[src/rtl/uart_program_loader_pkg.sv]
// Shared types and UART frame constants for the program loader.
package common;

  // UART frame shape: 8N1
  localparam int DATA_BITS = 8;
  localparam int STOP_BITS = 1;

  // Loader: collect word count, then stream words, then release the cpu
  typedef enum logic [1:0] {
    LD_LEN,
    LD_WORDS,
    LD_DONE
  } loader_state_e;

  // Receiver bit-level states
  typedef enum logic [1:0] {
    RX_IDLE,
    RX_START,
    RX_DATA,
    RX_STOP
  } rx_state_e;

endpackage

[src/rtl/uart_rx.sv]
// UART 8N1 receiver: input synchronizer, mid-bit sampling FSM,
// one-cycle byte_valid strobe and a sticky framing-error flag.
module uart_rx
  import common::*;
#(
  parameter int CLKS_PER_BIT = 868
) (
  input  logic                 clk,
  input  logic                 reset_n,
  input  logic                 rx,
  output logic                 byte_valid,
  output logic [DATA_BITS-1:0] byte_data,
  output logic                 frame_err
);

  localparam int CW    = $clog2(CLKS_PER_BIT + 1);
  localparam int BIT_W = $clog2(DATA_BITS);
  localparam logic [CW-1:0]    FULL_M1  = CW'(CLKS_PER_BIT - 1);
  localparam logic [CW-1:0]    HALF_M1  = CW'(CLKS_PER_BIT / 2 - 1);
  localparam logic [BIT_W-1:0] LAST_BIT = BIT_W'(DATA_BITS - 1);

  logic                 meta_q, meta_d;
  logic                 sync_q, sync_d;
  logic                 prev_q, prev_d;
  rx_state_e            state_q, state_d;
  logic [CW-1:0]        cnt_q, cnt_d;
  logic [BIT_W-1:0]     bit_q, bit_d;
  logic [DATA_BITS-1:0] shift_q, shift_d;
  logic                 valid_q, valid_d;
  logic                 ferr_q, ferr_d;

  // State registers; synchronizer chain resets to the idle (high) level
  always_ff @(posedge clk or negedge reset_n) begin
    if (!reset_n) begin
      meta_q  <= 1'b1;
      sync_q  <= 1'b1;
      prev_q  <= 1'b1;
      state_q <= RX_IDLE;
      cnt_q   <= '0;
      bit_q   <= '0;
      shift_q <= '0;
      valid_q <= 1'b0;
      ferr_q  <= 1'b0;
    end else begin
      meta_q  <= meta_d;
      sync_q  <= sync_d;
      prev_q  <= prev_d;
      state_q <= state_d;
      cnt_q   <= cnt_d;
      bit_q   <= bit_d;
      shift_q <= shift_d;
      valid_q <= valid_d;
      ferr_q  <= ferr_d;
    end
  end

  // Bit FSM: detect start edge, confirm at half-bit, then sample every full bit
  always_comb begin
    meta_d  = rx;
    sync_d  = meta_q;
    prev_d  = sync_q;
    state_d = state_q;
    cnt_d   = cnt_q;
    bit_d   = bit_q;
    shift_d = shift_q;
    valid_d = 1'b0;
    ferr_d  = ferr_q;
    case (state_q)
      RX_IDLE: begin
        if (prev_q && !sync_q) begin
          state_d = RX_START;
          cnt_d   = '0;
        end
      end
      RX_START: begin
        if (cnt_q == HALF_M1) begin
          cnt_d = '0;
          if (sync_q) begin
            state_d = RX_IDLE;   // too short to be a start bit
          end else begin
            state_d = RX_DATA;
            bit_d   = '0;
          end
        end else begin
          cnt_d = cnt_q + CW'(1);
        end
      end
      RX_DATA: begin
        if (cnt_q == FULL_M1) begin
          cnt_d   = '0;
          shift_d = {sync_q, shift_q[DATA_BITS-1:1]};
          if (bit_q == LAST_BIT) state_d = RX_STOP;
          else                   bit_d   = bit_q + BIT_W'(1);
        end else begin
          cnt_d = cnt_q + CW'(1);
        end
      end
      RX_STOP: begin
        if (cnt_q == FULL_M1) begin
          cnt_d   = '0;
          state_d = RX_IDLE;
          if (sync_q) valid_d = 1'b1;
          else        ferr_d  = 1'b1;
        end else begin
          cnt_d = cnt_q + CW'(1);
        end
      end
      default: state_d = RX_IDLE;
    endcase
  end

  assign byte_valid = valid_q;
  assign byte_data  = shift_q;
  assign frame_err  = ferr_q;

endmodule

[src/rtl/uart_program_loader.sv]
// Receives a length-prefixed little-endian program image over UART,
// writes it to program memory, then releases the cpu from reset.
module uart_program_loader
  import common::*;
#(
  parameter int CLKS_PER_BIT = 868,
  parameter int MEM_WORDS    = 1024
) (
  input  logic        clk,
  input  logic        reset_n,
  input  logic        io_rx,
  output logic        mem_write_enable,
  output logic [31:0] mem_byte_address,
  output logic [31:0] mem_write_data,
  output logic        cpu_reset_n,
  output logic        load_done,
  output logic        frame_error
);

  logic                 byte_valid;
  logic [DATA_BITS-1:0] byte_data;
  logic                 rx_frame_err;

  uart_rx #(.CLKS_PER_BIT(CLKS_PER_BIT)) u_rx (
    .clk        (clk),
    .reset_n    (reset_n),
    .rx         (io_rx),
    .byte_valid (byte_valid),
    .byte_data  (byte_data),
    .frame_err  (rx_frame_err)
  );

  loader_state_e state_q, state_d;
  logic [1:0]    byte_cnt_q, byte_cnt_d;
  logic [31:0]   asm_q, asm_d;
  logic [31:0]   n_q, n_d;
  logic [31:0]   addr_q, addr_d;
  logic [31:0]   wcnt_q, wcnt_d;
  logic [31:0]   wdata_q, wdata_d;
  logic          we_q, we_d;
  logic          word_done_q, word_done_d;
  logic          done_q, done_d;
  logic [31:0]   asm_next;

  // Each new byte lands in the top byte; after four shifts the first is at bits 7:0
  assign asm_next = {byte_data, asm_q[31:8]};

  // Loader registers
  always_ff @(posedge clk or negedge reset_n) begin
    if (!reset_n) begin
      state_q     <= LD_LEN;
      byte_cnt_q  <= '0;
      asm_q       <= '0;
      n_q         <= '0;
      addr_q      <= '0;
      wcnt_q      <= '0;
      wdata_q     <= '0;
      we_q        <= 1'b0;
      word_done_q <= 1'b0;
      done_q      <= 1'b0;
    end else begin
      state_q     <= state_d;
      byte_cnt_q  <= byte_cnt_d;
      asm_q       <= asm_d;
      n_q         <= n_d;
      addr_q      <= addr_d;
      wcnt_q      <= wcnt_d;
      wdata_q     <= wdata_d;
      we_q        <= we_d;
      word_done_q <= word_done_d;
      done_q      <= done_d;
    end
  end

  // Loader FSM: length header, word stream with write strobes, then done
  always_comb begin
    state_d     = state_q;
    byte_cnt_d  = byte_cnt_q;
    asm_d       = asm_q;
    n_d         = n_q;
    addr_d      = addr_q;
    wcnt_d      = wcnt_q;
    wdata_d     = wdata_q;
    we_d        = 1'b0;
    word_done_d = 1'b0;
    case (state_q)
      LD_LEN: begin
        if (byte_valid) begin
          asm_d      = asm_next;
          byte_cnt_d = byte_cnt_q + 2'd1;
          if (byte_cnt_q == 2'd3) begin
            n_d     = asm_next;
            addr_d  = '0;
            wcnt_d  = '0;
            state_d = (asm_next == 32'd0) ? LD_DONE : LD_WORDS;
          end
        end
      end
      LD_WORDS: begin
        // Advance address/count in the cycle the write is presented
        if (word_done_q) begin
          addr_d = addr_q + 32'd4;
          wcnt_d = wcnt_q + 32'd1;
          if (wcnt_q + 32'd1 == n_q) state_d = LD_DONE;
        end
        if (byte_valid) begin
          asm_d      = asm_next;
          byte_cnt_d = byte_cnt_q + 2'd1;
          if (byte_cnt_q == 2'd3) begin
            word_done_d = 1'b1;
            // Words beyond memory capacity are counted but never written
            if (wcnt_q < 32'(MEM_WORDS)) begin
              we_d    = 1'b1;
              wdata_d = asm_next;
            end
          end
        end
      end
      default: ;  // LD_DONE: ignore everything until reset
    endcase
    if (state_d != state_q) byte_cnt_d = '0;
    done_d = (state_d == LD_DONE);
  end

  assign mem_write_enable = we_q;
  assign mem_byte_address = addr_q;
  assign mem_write_data   = wdata_q;
  assign cpu_reset_n      = done_q;
  assign load_done        = done_q;
  assign frame_error      = rx_frame_err;

endmodule

[config.mk]
export PLATFORM = sky130hd
export DESIGN_NAME = uart_program_loader
export DESIGN_NICKNAME = d
export VERILOG_FILES = /design/src/rtl/uart_program_loader_pkg.sv /design/src/rtl/uart_rx.sv /design/src/rtl/uart_program_loader.sv
export SDC_FILE = /design/constraint.sdc
export NUM_CORES = 1
export LEC_CHECK = 0
export CORE_MARGIN = 10
export CORE_UTILIZATION = 50
export CTS_CLUSTER_SIZE = 12
export DETAILED_ROUTE_END_ITERATION = 12
export GPL_ROUTABILITY_DRIVEN = 0
export HOLD_SLACK_MARGIN = 0.15
export PLACE_DENSITY = 0.8
export RECOVER_POWER = 25
export SLEW_MARGIN = 25
export SYNTH_ARGS = -nofsm -noshare
export SYNTH_HDL_FRONTEND = slang
export SYNTH_SLANG_ARGS = --single-unit
[constraint.sdc]
create_clock -name clk -period 3 [get_ports clk]
set_input_delay 0.3 -clock clk [delete_from_list [all_inputs] [get_ports clk]]
set_output_delay 0.3 -clock clk [all_outputs]
set_load 0.05 [all_outputs]
==> summary.md, run 1 <==
| Metric | Value |
|---|---|
| Final Setup Violations | `0` |
| Setup CP Type | `flip-flop to flip-flop` |
| Post-Synthesis Cells | `883` |
| Synth Area in XOR/XNOR | `6.85%` |
| CTS H-tree lvls | `4` |
| CP endpoint kind | `flip-flop` |
| Clk root buf | `clkbuf_16` |
| P per Cell Area | `492 nW/um^2` |
| Clk_lat worst skew | `440 ps` |
| Final min period | `2900 ps` |
| Max Cap Viol | `1` |
| Synth Area in Compound Gates | `8.94%` |
| Crit start category | `flip-flop` |
| Cell area after synthesis | `9210 sq um` |
| DP Area | `10100 sq um` |
| Met3 WL | `1.47 mm` |
| Diodes inserted | `0` |
| CP max FO | `5` |
| Max Clk Rate | `345 MHz` |
| Die H | `156 um` |
| Layout net count | `955` |
| Synth cell types | `65` |
| Pre-antenna DRT Iters | `6` |
| Worst slew pin tran | `1900 ps` |
| Failing checks | `capacitance limit, slew limit` |
| Residual DRC | `0` |
| Skew final | `10.7 ps` |
| Initial drt markers | `672` |
| Fill cell count | `1457` |
| Crit share post-route | `96.6%` |
| Initial Util | `51.1%` |
| DR WL met2 | `10.5 mm` |
| Synth Area per Inst | `10.4 sq um` |
| Total Die Area | `24300 sq um` |
| Hold/Removal Path Class | `flip-flop to flip-flop` |
| Main flop type after synthesis | `dfrtp_1` |
| Peak supply drop | `0.456 mV` |
| DR vias | `7068` |
| Sequential area share after synthesis | `50.3%` |
| Ys Warns | `0` |
| First-pass GRT wire length | `37.0 mm` |
| CP arrival | `3210 ps` |
| Highest metal used | `met4` |
| Area Growth Syn to Fin | `17.2%` |
| Max_slew headroom | `-26.4%` |
| Vias in the first global route | `7042` |
| Leakage | `4.81 nW` |
| Largest net degree at the start of global routing | `76` |
| Largest family of logic cells by synthesized area | `simple AND/OR/NAND/NOR gates` |
| Final wirelength | `22.1 mm` |
| Reg clk slew, reported paths | `70 ps` |
| Register area | `4630 sq um` |
| Setup TNS | `0 ps` |
| Unrepaired setup endpoints after global routing | `no` |
| WL met1 | `9.73 mm` |
| CTS Buf Count | `17` |
| Rows | `49` |
| Synth Area in Simple Gates | `17.1%` |
| DP HPWL | `15.2 mm` |
| Number of flops mapped to enable cells by yosys | `0` |
| Cell area after layout | `10800 sq um` |
| Hold Slack | `363 ps` |
| # clock sinks | `185` |
| Via density | `5.97` |
| Initial antenna violation count | `0` |
| IO Count | `71` |
| ANT nets after route | `0` |
| Run status | `complete, but fails checks` |
| Seq cells post-synth | `185` |
| Pins Over Slew Limit | `75` |
| Final Hold Vio Count | `0` |
| Critical path required time | `3310 ps` |
| Placed cell count | `1149` |
| Wire length per cell | `18.7 um` |
| Mux cell area share after synthesis | `12.0%` |
| Commonest non-fill, non-tap cell in the layout | `dfrtp_1` |
| Finished Layout Cells | `1183` |
| Area of the multi-input gates | `4320 sq um` |
| Layout cell share with drive strength beyond 1 | `18.2%` |
| Clk buf depth | `2` |
| GRT Overall Usage | `18.5%` |
| Die width | `156 um` |
| CTS tree | `yes` |
| # port buffers | `68` |
| Core area | `18000 sq um` |
| Most frequent cells in the layout | `dfrtp_1 (182), nand2_1 (103), mux2_2 (95)` |
| Synth async-reset ratio | `100%` |
| Remaining Overflow, GRT | `0` |
| Synth Area in Adders | `1.49%` |
-- power breakdown --
group | switching (mW) | total [mW] | internal [mW]
clock network | 1.03 | 2.38 | 1.36
registers | 0.0344 | 2.56 | 2.53
logic | 0.253 | 0.366 | 0.113
-- critical path, stage by stage, from the launching register on --
cell      delay, ps
dfrtp_1         400
ha_1            210
nand4_2         190
or2_0           310
o31a_1          330
a311oi_2        270
nand4_1         160
or4_4           470
nor4_4          340
nor3_1          110
-- metrics by stage --
step	setup WS, ps	util, %	total power, mW
after floorplan	215	-	2.85
after global placement	211	56.3	2.96
after detailed placement	155	56.3	2.98
after CTS	144	59.8	5.35
after global routing	4.49	59.9	5.51
final	102	59.9	5.31
-- flip-flops by register name, summed over array words and instances, names as in the netlist, 2 cells and up --
register	count
asm_q	24
byte_cnt_q	2
mem_byte_address	30
mem_write_data	32
n_q	32
state_q	2
u_rx.bit_q	3
u_rx.byte_data	8
u_rx.cnt_q	10
u_rx.state_q	2
wcnt_q	32
-- cell usage after synthesis, types with 5 or more instances --
library cell  count  area share [%]
a21oi_1          14            0.76
a31oi_1           7            0.48
and2_1            8            0.54
and3_1           11            0.75
and4_1            6            0.57
buf_1             5            0.20
buf_2             9            0.49
buf_4             5            0.41
clkbuf_1         36             1.5
dfrtp_1         182              49
ha_1             11             1.5
inv_1            16            0.65
mux2_2           95              12
nand2_1         103             4.2
nand2b_1          7            0.48
nand3_1          31             1.7
nand4_1          26             1.8
nor2_1           54             2.2
nor3_1           16            0.87
nor4_1           19             1.3
o21ai_0          66             3.6
o31ai_1          20             1.6
xnor2_1          40             3.8
xor2_1           32             3.0
-- metal layers --
metal	global-route usage [%]	up-vias
met3	4.30	42
met4	5.75	0
met1	24.7	3526
met2	29.1	250
met5	0	-
li1	-	3250
-- logic make-up (layout without fill, tap and decap cells) --
group / count (synthesis) / count (layout)
other cells: 1 / 2
xor+xnor: 72 / 72
simple gates: 311 / 311
fa+ha+maj: 11 / 11
buf+inv: 71 / 141
compound gates: 133 / 133
mux: 99 / 99
flops: 185 / 185
-- repair_timing --
action	in CTS	in global routing
hold buffers	1	0
hold endpoints to repair	72	0
buffers inserted	0	1
gates resized for setup	0	5
setup endpoints to repair	0	4
-- final cells by class --
type	instances	share of cell area, %
inverters	16	0.556
repair buffers	93	8.13
well taps	229	2.65
clock inverters	14	1.70
flip-flops and latches	185	42.9
clock buffers	18	4.07
multi-input cells	628	40.0
-- worst paths after layout --
path	startpoint	endpoint	slack (ps)	depth (start not counted)
max	wcnt_q[1]$_DFFE_PN0P_	byte_cnt_q[1]$_DFFE_PN0P_	100	9
min	u_rx.meta_q$_DFF_PN1_	u_rx.prev_d$_DFF_PN1_	360	0
max reg2reg	wcnt_q[1]$_DFFE_PN0P_	byte_cnt_q[1]$_DFFE_PN0P_	100	9
min reg2reg	u_rx.meta_q$_DFF_PN1_	u_rx.prev_d$_DFF_PN1_	360	0
max in group asynchronous	reset_n	wcnt_q[24]$_DFFE_PN0P_	830	3
min in group asynchronous	reset_n	mem_write_data[8]$_DFFE_PN0P_	930	2
No activity file was read; power rests on OpenSTA's default activity.
==> inputs of run 2 (changes only) <==
--- a/config.mk
+++ b/config.mk
@@ -5,6 +5,7 @@
 export SDC_FILE = /design/constraint.sdc
 export NUM_CORES = 1
 export LEC_CHECK = 0
+export CAP_MARGIN = 30
 export CORE_MARGIN = 10
 export CORE_UTILIZATION = 50
 export CTS_CLUSTER_SIZE = 12
==> results of run 2 <==
The final DEF is identical to that of run 1; final timing and power are the same.
